==> src/rtl/rgmii_pkg.sv <==
// Shared constants for the RGMII receive framer: FSM encoding, framing bytes and CRC-32 values.
package rgmii_pkg;

    typedef enum logic [1:0] {
        ST_IDLE,
        ST_PREAMBLE,
        ST_PAYLOAD,
        ST_DROP
    } rx_state_e;

    localparam logic [7:0]  PREAMBLE_BYTE = 8'h55;
    localparam logic [7:0]  SFD_BYTE      = 8'hD5;

    localparam logic [31:0] CRC32_POLY    = 32'h04C1_1DB7;
    localparam logic [31:0] CRC32_INIT    = 32'hFFFF_FFFF;
    // Register value left after running the reflected CRC across data plus a correct FCS.
    localparam logic [31:0] CRC32_RESIDUE = 32'hDEBB_20E3;

    function automatic logic [31:0] reflect32(input logic [31:0] v);
        logic [31:0] r;
        for (int i = 0; i < 32; i++) begin
            r[i] = v[31-i];
        end
        return r;
    endfunction

endpackage

==> src/rtl/crc32_byte_update.sv <==
// Combinational reflected CRC-32 step: next register value from current value plus one byte.
// Only built when RGMII_RX_CRC_CHECK_EN is defined.
`ifdef RGMII_RX_CRC_CHECK_EN
module crc32_byte_update
    import rgmii_pkg::*;
(
    input  logic [31:0] crc_i,
    input  logic [7:0]  data_i,
    output logic [31:0] crc_o
);

    localparam logic [31:0] PolyRefl = reflect32(CRC32_POLY);

    always_comb begin
        crc_o = crc_i;
        // LSB-first shift matches the order bits travel on the wire.
        for (int i = 0; i < 8; i++) begin
            crc_o = (crc_o >> 1) ^ (((crc_o[0] ^ data_i[i]) == 1'b1) ? PolyRefl : 32'h0);
        end
    end

endmodule
`endif

==> src/rtl/rgmii_rx_framer.sv <==
// RGMII receive framer: hunts preamble/SFD, forwards payload (FCS included), flags start/end/ok.
// Optional FCS checking is compiled in with RGMII_RX_CRC_CHECK_EN.
module rgmii_rx_framer
    import rgmii_pkg::*;
#(
    parameter int unsigned MIN_PREAMBLE  = 2,
    parameter int unsigned MAX_FRAME_LEN = 1522,
    parameter int unsigned LEN_W         = 11
) (
    input  logic             clk_i,
    input  logic             rst_ni,
    input  logic [7:0]       rx_data_i,
    input  logic             rx_dv_i,
    input  logic             rx_er_i,
    output logic [7:0]       data_o,
    output logic             data_valid_o,
    output logic             frame_start_o,
    output logic             frame_end_o,
    output logic             frame_ok_o,
    output logic [LEN_W-1:0] frame_length_o,
    output logic             active_o
);

    logic [7:0]       rx_data_q;
    logic             rx_dv_q, rx_er_q;
    rx_state_e        state_q, state_d;
    logic [3:0]       pre_cnt_q, pre_cnt_d;
    logic [LEN_W-1:0] len_q, len_d;
    logic [LEN_W-1:0] len_hold_q, len_hold_d;
    logic             err_q, err_d;
    logic             crc_init, crc_adv, crc_good;

    always_ff @(posedge clk_i or negedge rst_ni) begin
        if (!rst_ni) begin
            rx_data_q  <= '0;
            rx_dv_q    <= 1'b0;
            rx_er_q    <= 1'b0;
            state_q    <= ST_IDLE;
            pre_cnt_q  <= '0;
            len_q      <= '0;
            len_hold_q <= '0;
            err_q      <= 1'b0;
        end else begin
            rx_data_q  <= rx_data_i;
            rx_dv_q    <= rx_dv_i;
            rx_er_q    <= rx_er_i;
            state_q    <= state_d;
            pre_cnt_q  <= pre_cnt_d;
            len_q      <= len_d;
            len_hold_q <= len_hold_d;
            err_q      <= err_d;
        end
    end

`ifdef RGMII_RX_CRC_CHECK_EN
    logic [31:0] crc_q, crc_next;

    crc32_byte_update u_crc (
        .crc_i  (crc_q),
        .data_i (rx_data_q),
        .crc_o  (crc_next)
    );

    always_ff @(posedge clk_i or negedge rst_ni) begin
        if (!rst_ni) begin
            crc_q <= CRC32_INIT;
        end else if (crc_init) begin
            crc_q <= CRC32_INIT;
        end else if (crc_adv) begin
            crc_q <= crc_next;
        end
    end

    assign crc_good = (crc_q == CRC32_RESIDUE) && (32'(len_q) >= 32'd4);
`else
    logic unused_crc;
    assign unused_crc = crc_init ^ crc_adv;
    assign crc_good   = 1'b1;
`endif

    always_comb begin
        state_d        = state_q;
        pre_cnt_d      = pre_cnt_q;
        len_d          = len_q;
        len_hold_d     = len_hold_q;
        err_d          = err_q;
        crc_init       = 1'b0;
        crc_adv        = 1'b0;
        data_o         = '0;
        data_valid_o   = 1'b0;
        frame_start_o  = 1'b0;
        frame_end_o    = 1'b0;
        frame_ok_o     = 1'b0;
        frame_length_o = len_hold_q;
        active_o       = 1'b0;

        unique case (state_q)
            ST_IDLE: begin
                if (rx_dv_q) begin
                    if (rx_data_q == PREAMBLE_BYTE) begin
                        pre_cnt_d = 4'd1;
                        state_d   = ST_PREAMBLE;
                    end else begin
                        state_d = ST_DROP;
                    end
                end
            end
            ST_PREAMBLE: begin
                if (!rx_dv_q) begin
                    state_d = ST_IDLE;
                end else if (rx_data_q == PREAMBLE_BYTE) begin
                    if (pre_cnt_q != 4'hF) begin
                        pre_cnt_d = pre_cnt_q + 4'd1;
                    end
                end else if (rx_data_q == SFD_BYTE && 32'(pre_cnt_q) >= MIN_PREAMBLE) begin
                    state_d  = ST_PAYLOAD;
                    active_o = 1'b1;
                    len_d    = '0;
                    err_d    = 1'b0;
                    crc_init = 1'b1;
                end else begin
                    state_d = ST_DROP;
                end
            end
            ST_PAYLOAD: begin
                active_o = 1'b1;
                if (rx_dv_q) begin
                    if (32'(len_q) >= MAX_FRAME_LEN) begin
                        // Overlength: swallow this byte and close the frame as bad.
                        frame_end_o    = 1'b1;
                        frame_length_o = len_q;
                        len_hold_d     = len_q;
                        state_d        = ST_DROP;
                    end else begin
                        data_o        = rx_data_q;
                        data_valid_o  = 1'b1;
                        frame_start_o = (len_q == '0);
                        len_d         = len_q + 1'b1;
                        crc_adv       = 1'b1;
                        if (rx_er_q) begin
                            err_d = 1'b1;
                        end
                    end
                end else begin
                    frame_end_o    = 1'b1;
                    frame_ok_o     = !err_q && (len_q != '0) && crc_good;
                    frame_length_o = len_q;
                    len_hold_d     = len_q;
                    state_d        = ST_IDLE;
                end
            end
            ST_DROP: begin
                if (!rx_dv_q) begin
                    state_d = ST_IDLE;
                end
            end
            default: state_d = ST_IDLE;
        endcase
    end

endmodule

==> config.mk <==
export PLATFORM = sky130hd
export DESIGN_NAME = rgmii_rx_framer
export DESIGN_NICKNAME = d
export VERILOG_FILES = /design/src/rtl/rgmii_pkg.sv /design/src/rtl/crc32_byte_update.sv /design/src/rtl/rgmii_rx_framer.sv
export SDC_FILE = /design/constraint.sdc
export NUM_CORES = 1
export LEC_CHECK = 0
export ABC_AREA = 1
export BUFFER_PORTS_ARGS = -buffer_cell sky130_fd_sc_hd__buf_4
export CORE_AREA = 5 5 74 102
export DETAILED_ROUTE_END_ITERATION = 8
export DIE_AREA = 0 0 79 107
export GPL_TIMING_DRIVEN = 0
export PLACE_DENSITY = 0.59
export SLEW_MARGIN = 25
export SYNTH_ARGS = -nofsm -noshare
export SYNTH_HDL_FRONTEND = slang
export SYNTH_SLANG_ARGS = --single-unit
export TNS_END_PERCENT = 5
==> constraint.sdc <==
create_clock -name clk_i -period 3.55 [get_ports clk_i]
set_clock_uncertainty 0.1 [all_clocks]
set_input_delay 0.71 -clock clk_i [delete_from_list [all_inputs] [get_ports clk_i]]
set_output_delay 0.71 -clock clk_i [all_outputs]
set_load 0.03 [all_outputs]
======== Word level (Yosys, flattened, before mapping) ========
Cells that the tools add are included.
cells by class
  add/subtract/negate cells ............... 2
  equality and inequality tests ........... 19
  muxes and demuxes ....................... 49
  magnitude comparators ................... 2
  reduce and logical (&&, ||, !) cells .... 12
operators with widths
  operator                                              count
  two-way mux 11 bit                                    8
  two-way mux 8 bit                                     3
  inequality test 2 bit (second input constant)         11
  one-hot mux 11 bit (2 select lines)                   1
  two-way mux 1 bit                                     21
  two-way mux 4 bit                                     5
  two-way mux 2 bit                                     7
  AND reduction 6 bit                                   2
  adder 11 x 1 -> 11 bit (second input constant)        1
  >= comparator 11 bit (second input constant)          1
  logical NOT 11 bit                                    1
  nonzero test 11 bit                                   1
  equality test 8 x 7 -> 1 bit (second input constant)  1
  equality test 8 bit (second input constant)           1
  one-hot mux 2 bit (4 select lines)                    1
  one-hot mux 4 bit (2 select lines)                    1
  AND reduction 7 bit                                   1
  inequality test 3 bit (second input constant)         2
  adder 4 x 1 -> 4 bit (second input constant)          1
  equality test 2 bit (second input constant)           2
  >= comparator 4 x 2 -> 1 bit (second input constant)  1
  inequality test 4 bit (second input constant)         1
  one-hot mux 1 bit (2 select lines)                    2
  AND reduction 4 bit                                   1
  other kinds (5)                                       7
word-level totals
  flip-flop bits (word level) ............. 39
  word-level logic and storage cells ...... 92
  bits of input ports ..................... 12
  output and inout bits ................... 24

======== Longest topological paths before layout ========
  word-level depth ........................ 6
  depth in mapped cells ................... 11
  depth with buffers taken out ............ 11

======== Worst setup path before layout ========
No wires, ideal clock.
  path type ............................... register to output
  from .................................... register state_q[0]
  to ...................................... output port frame_ok_o
  data arrival time ....................... 1.895 ns
  stages on the path, launching flop included .. 8
  data required time ...................... 2.740 ns
  path buffers ............................ 1
  path slack .............................. 0.845 ns
  path through ............................ dfrtp_1 > inv_1 > ha_1 > inv_1 > nor2_1 > inv_1 > clkbuf_1 > nor3_1
between the ends
  cells in the longest elaborated chain, start to end .. 2
ends and longest elaborated chain
  item                      RTL line               source
  start: declaration        rgmii_rx_framer.sv:26  rx_state_e state_q, state_d;
  start signal: assignment  rgmii_rx_framer.sv:47  state_q <= state_d;
  equality test 2 bit       rgmii_rx_framer.sv:97  unique case (state_q)
  two-way mux 1 bit         rgmii_rx_framer.sv:97
  end: declaration          rgmii_rx_framer.sv:19  output logic frame_ok_o,
No other way between the ends.

======== Worst setup path after layout ========
  from .................................... register state_q[0]
  to ...................................... output port frame_length_o[3]
between the ends
  cells in the longest elaborated chain, start to end .. 2
ends and longest elaborated chain
  item                 RTL line               source
  equality test 2 bit  rgmii_rx_framer.sv:97
  two-way mux 11 bit   rgmii_rx_framer.sv:97
  end: declaration     rgmii_rx_framer.sv:20  output logic [LEN_W-1:0] frame_length_o,
No other way between the ends.

==> flow_metrics.env <==
export IMPL_outcome="completed"
export IMPL_period_share_pct=84.43
export IMPL_fin_crit_ns=2.997
export IMPL_cts_sinks=39
export IMPL_max_freq_mhz=333.6
export IMPL_syn_avg_cell_area_um2=7.390
export IMPL_nets=361
export IMPL_area_delta_synth_final_pct=20.11
export IMPL_yosys_area_top_type="dfrtp_1"
export IMPL_crit_family="buffers and inverters"
export IMPL_cp_required_ns=2.74
export IMPL_fin_area_um2=2645
export IMPL_grt_pass1_wl_um=8500
export IMPL_die_h_um=107
export IMPL_cpMostUsedCell="inv_1"
export IMPL_n_fill_cell=710
export IMPL_placed_area_um2=2557
export IMPL_hpwlAfterDp_um=3675
export IMPL_drt_pass1_iterations=4
export IMPL_report_final_slew_viol_count=0
export IMPL_cp_arrival_ns=2.19
export IMPL_routedWlPerCell_um=11.90
export IMPL_syn_nets=319
export IMPL_fp_coreArea_um2=6525
export IMPL_timing_final_hold_violations=0
export IMPL_cts_hold_buffers=0
export IMPL_clk_path_buf_depth=2
export IMPL_num_vias=1928
export IMPL_p_leak_nw=1.415
export IMPL_cts_htree_levels=2
export IMPL_place_ws_ns=0.8260
export IMPL_layout_setup_ws_ns=0.5528
export IMPL_peakVddDrop_uv=169.3
export IMPL_synth_mux_area_share_pct=0
export IMPL_grt_max_degree=40
export IMPL_worstPathMaxFanout=10
export IMPL_start_kind="register"
export IMPL_clk_transition_reported_paths_ns=0.07
export IMPL_route_detailed_drc=0
export IMPL_synth_top_family_by_area="simple AND/OR/NAND/NOR gates"
export IMPL_fin_setup_tns_ns=0
export IMPL_power_mw=1.413
export IMPL_r2r_slack_ns=1.65
export IMPL_slowest_delay_ns=0.41
export IMPL_grt_overflow_total=0
export IMPL_ys_seq_elements=39
export IMPL_grt_pass1_vias=1828
export IMPL_pin_count=36
export IMPL_drt_vias_per_instance=4.657
export IMPL_cts_made_buffers=5
export IMPL_crit_type="reg -> out"
export IMPL_ys_top_cells_by_area="dfrtp_1 (44%), nand2_1 (18%), nand3_1 (7.7%)"
export IMPL_port_buffers=35
export IMPL_wirelength_um=4928
export IMPL_cts_setup_buffers=0
export IMPL_worstSetupEndpointType="output pin"
export IMPL_slowest_stage="dfrtp_1"
export IMPL_cts_resized_gates=0
export IMPL_drt_initial_drc_count=68
export IMPL_clock_latency_ns=0.29
export IMPL_seq_area_frac_synth_pct=44.32
export IMPL_placementRows=35
export IMPL_path_cells="inv_1, ha_1, inv_1, nor2_1, inv_1, clkbuf_1, nand3_1, nand2_1, buf_4"
export IMPL_fp_dieArea_um2=8453
export IMPL_synthArstFlopShare_pct=100.0
export IMPL_cts_tree="done"
export IMPL_syn_area_um2=2202
export IMPL_hold_path_class="in -> async"
export IMPL_diodes=0
export IMPL_synth_top_cell_area_share_pct=44.32
export IMPL_setup_violations=0
export IMPL_initial_utilization_pct=33.75
export IMPL_slew_headroom_pct=66.75
export IMPL_synth_simple_area_share_pct=38.30
export IMPL_ys_types=24
export IMPL_layout_cells_non_filler=414
export IMPL_final_util_pct=40.54
export IMPL_yosys_area_share_adder_pct=5.114
export IMPL_cts_root_buffer="clkbuf_8"
export IMPL_globalplace_congestion=0.8466
export IMPL_dp_cells=407
export IMPL_cp_buffers_inverters=5
export IMPL_powerDensity_nw_per_um2=534.2
export IMPL_rsz0062_at_grt="no"
export IMPL_antenna_found_initial=0
export IMPL_hold_ws_ns=0.2864
export IMPL_drv_cap=0
export IMPL_drive_above_1_share_pct=17.65
export IMPL_postRouteAntennaNets=0
export IMPL_synth_flop_cell="dfrtp_1"
export IMPL_worstMarginPinSlew_ns=0.4987
export IMPL_synth_compound_area_share_pct=3.636
export IMPL_synth_xor_area_share_pct=0.3977
export IMPL_synth_cells=298
export IMPL_die_x_um=79
export IMPL_grt_usage_pct=12.51
export IMPL_synth_edf_count=0
export IMPL_yosys_warnings=0
## logic make-up after synthesis
logic type,count (synthesis)
adder cells (fa/ha/maj),9
flip-flops,39
AND/OR/NAND/NOR,194
AO/OA/AOI/OAI,14
buffers and inverters,41
XOR/XNOR,1
## where the power goes
group / total (mW) / leakage (nW) / switching [mW] / internal [mW]
clock network: 0.301 / 0.0470 / 0.149 / 0.152
registers: 0.532 / 0.509 / 0.0437 / 0.488
logic: 0.580 / 0.859 / 0.372 / 0.208
## per-layer routing
layer	share of wire, %	track usage [%]
met1	45	15.32
met3	3.0	2.521
met4	1.7	4.791
met5	0	0
met2	50	21.39
## final cells by class
class                   count  area (um2)  share of cell area (%)
plain buffers               9       61.31                   2.318
clock buffers               6       82.58                   3.122
clock inverters             1       5.005                  0.1892
inverters                  32       120.1                   4.541
multi-input cells         218        1045                   39.50
flip-flops and latches     39       975.9                   36.90
well taps                  74       92.59                   3.500
repair buffers             35       262.8                   9.934
## registers in the layout, summed over array words and instances, names as in the netlist
name and flops:
len_hold_q 11, err_q 1, rx_data_q 8, pre_cnt_q 4, len_q 11, rx_er_q 1, state_q 2, rx_dv_q 1
## synth_stat cells (all sizes together) (3+ instances only)
master	n
nor2	35
nand2	110
buf	7
nand3	35
nor3b	3
nand4	4
dfrtp	39
inv	32
ha	9
a21oi	4
o21ai	7
or2	3
## cells in the final DEF (no fill, tap or decap), types with 3 or more instances in the layout
master / netlist / routed
nor3b_1: 3 / 3
clkbuf_8: 0 / 6
ha_1: 9 / 9
or2_2: 3 / 3
buf_4: 0 / 35
nand2_1: 106 / 106
nand3_1: 34 / 34
nand2_2: 4 / 4
a21oi_1: 4 / 4
o21ai_0: 7 / 7
nor2_1: 33 / 33
nand4_1: 4 / 4
dfrtp_1: 39 / 39
inv_1: 32 / 32
buf_2: 4 / 4
buf_6: 3 / 3
## worst paths after layout
path | startpoint | cells past startpoint | to
worst min register to register | err_q | 2 | err_q
max in group asynchronous | rst_ni | 1 | len_hold_q[3]
worst max-delay path | state_q[0] | 9 | frame_length_o[3]
min in group clk_i | err_q | 2 | err_q
worst min-delay path | rst_ni | 1 | pre_cnt_q[2]
worst max register to register | state_q[0] | 8 | len_hold_q[3]
Power figures use the tool's default switching activity.
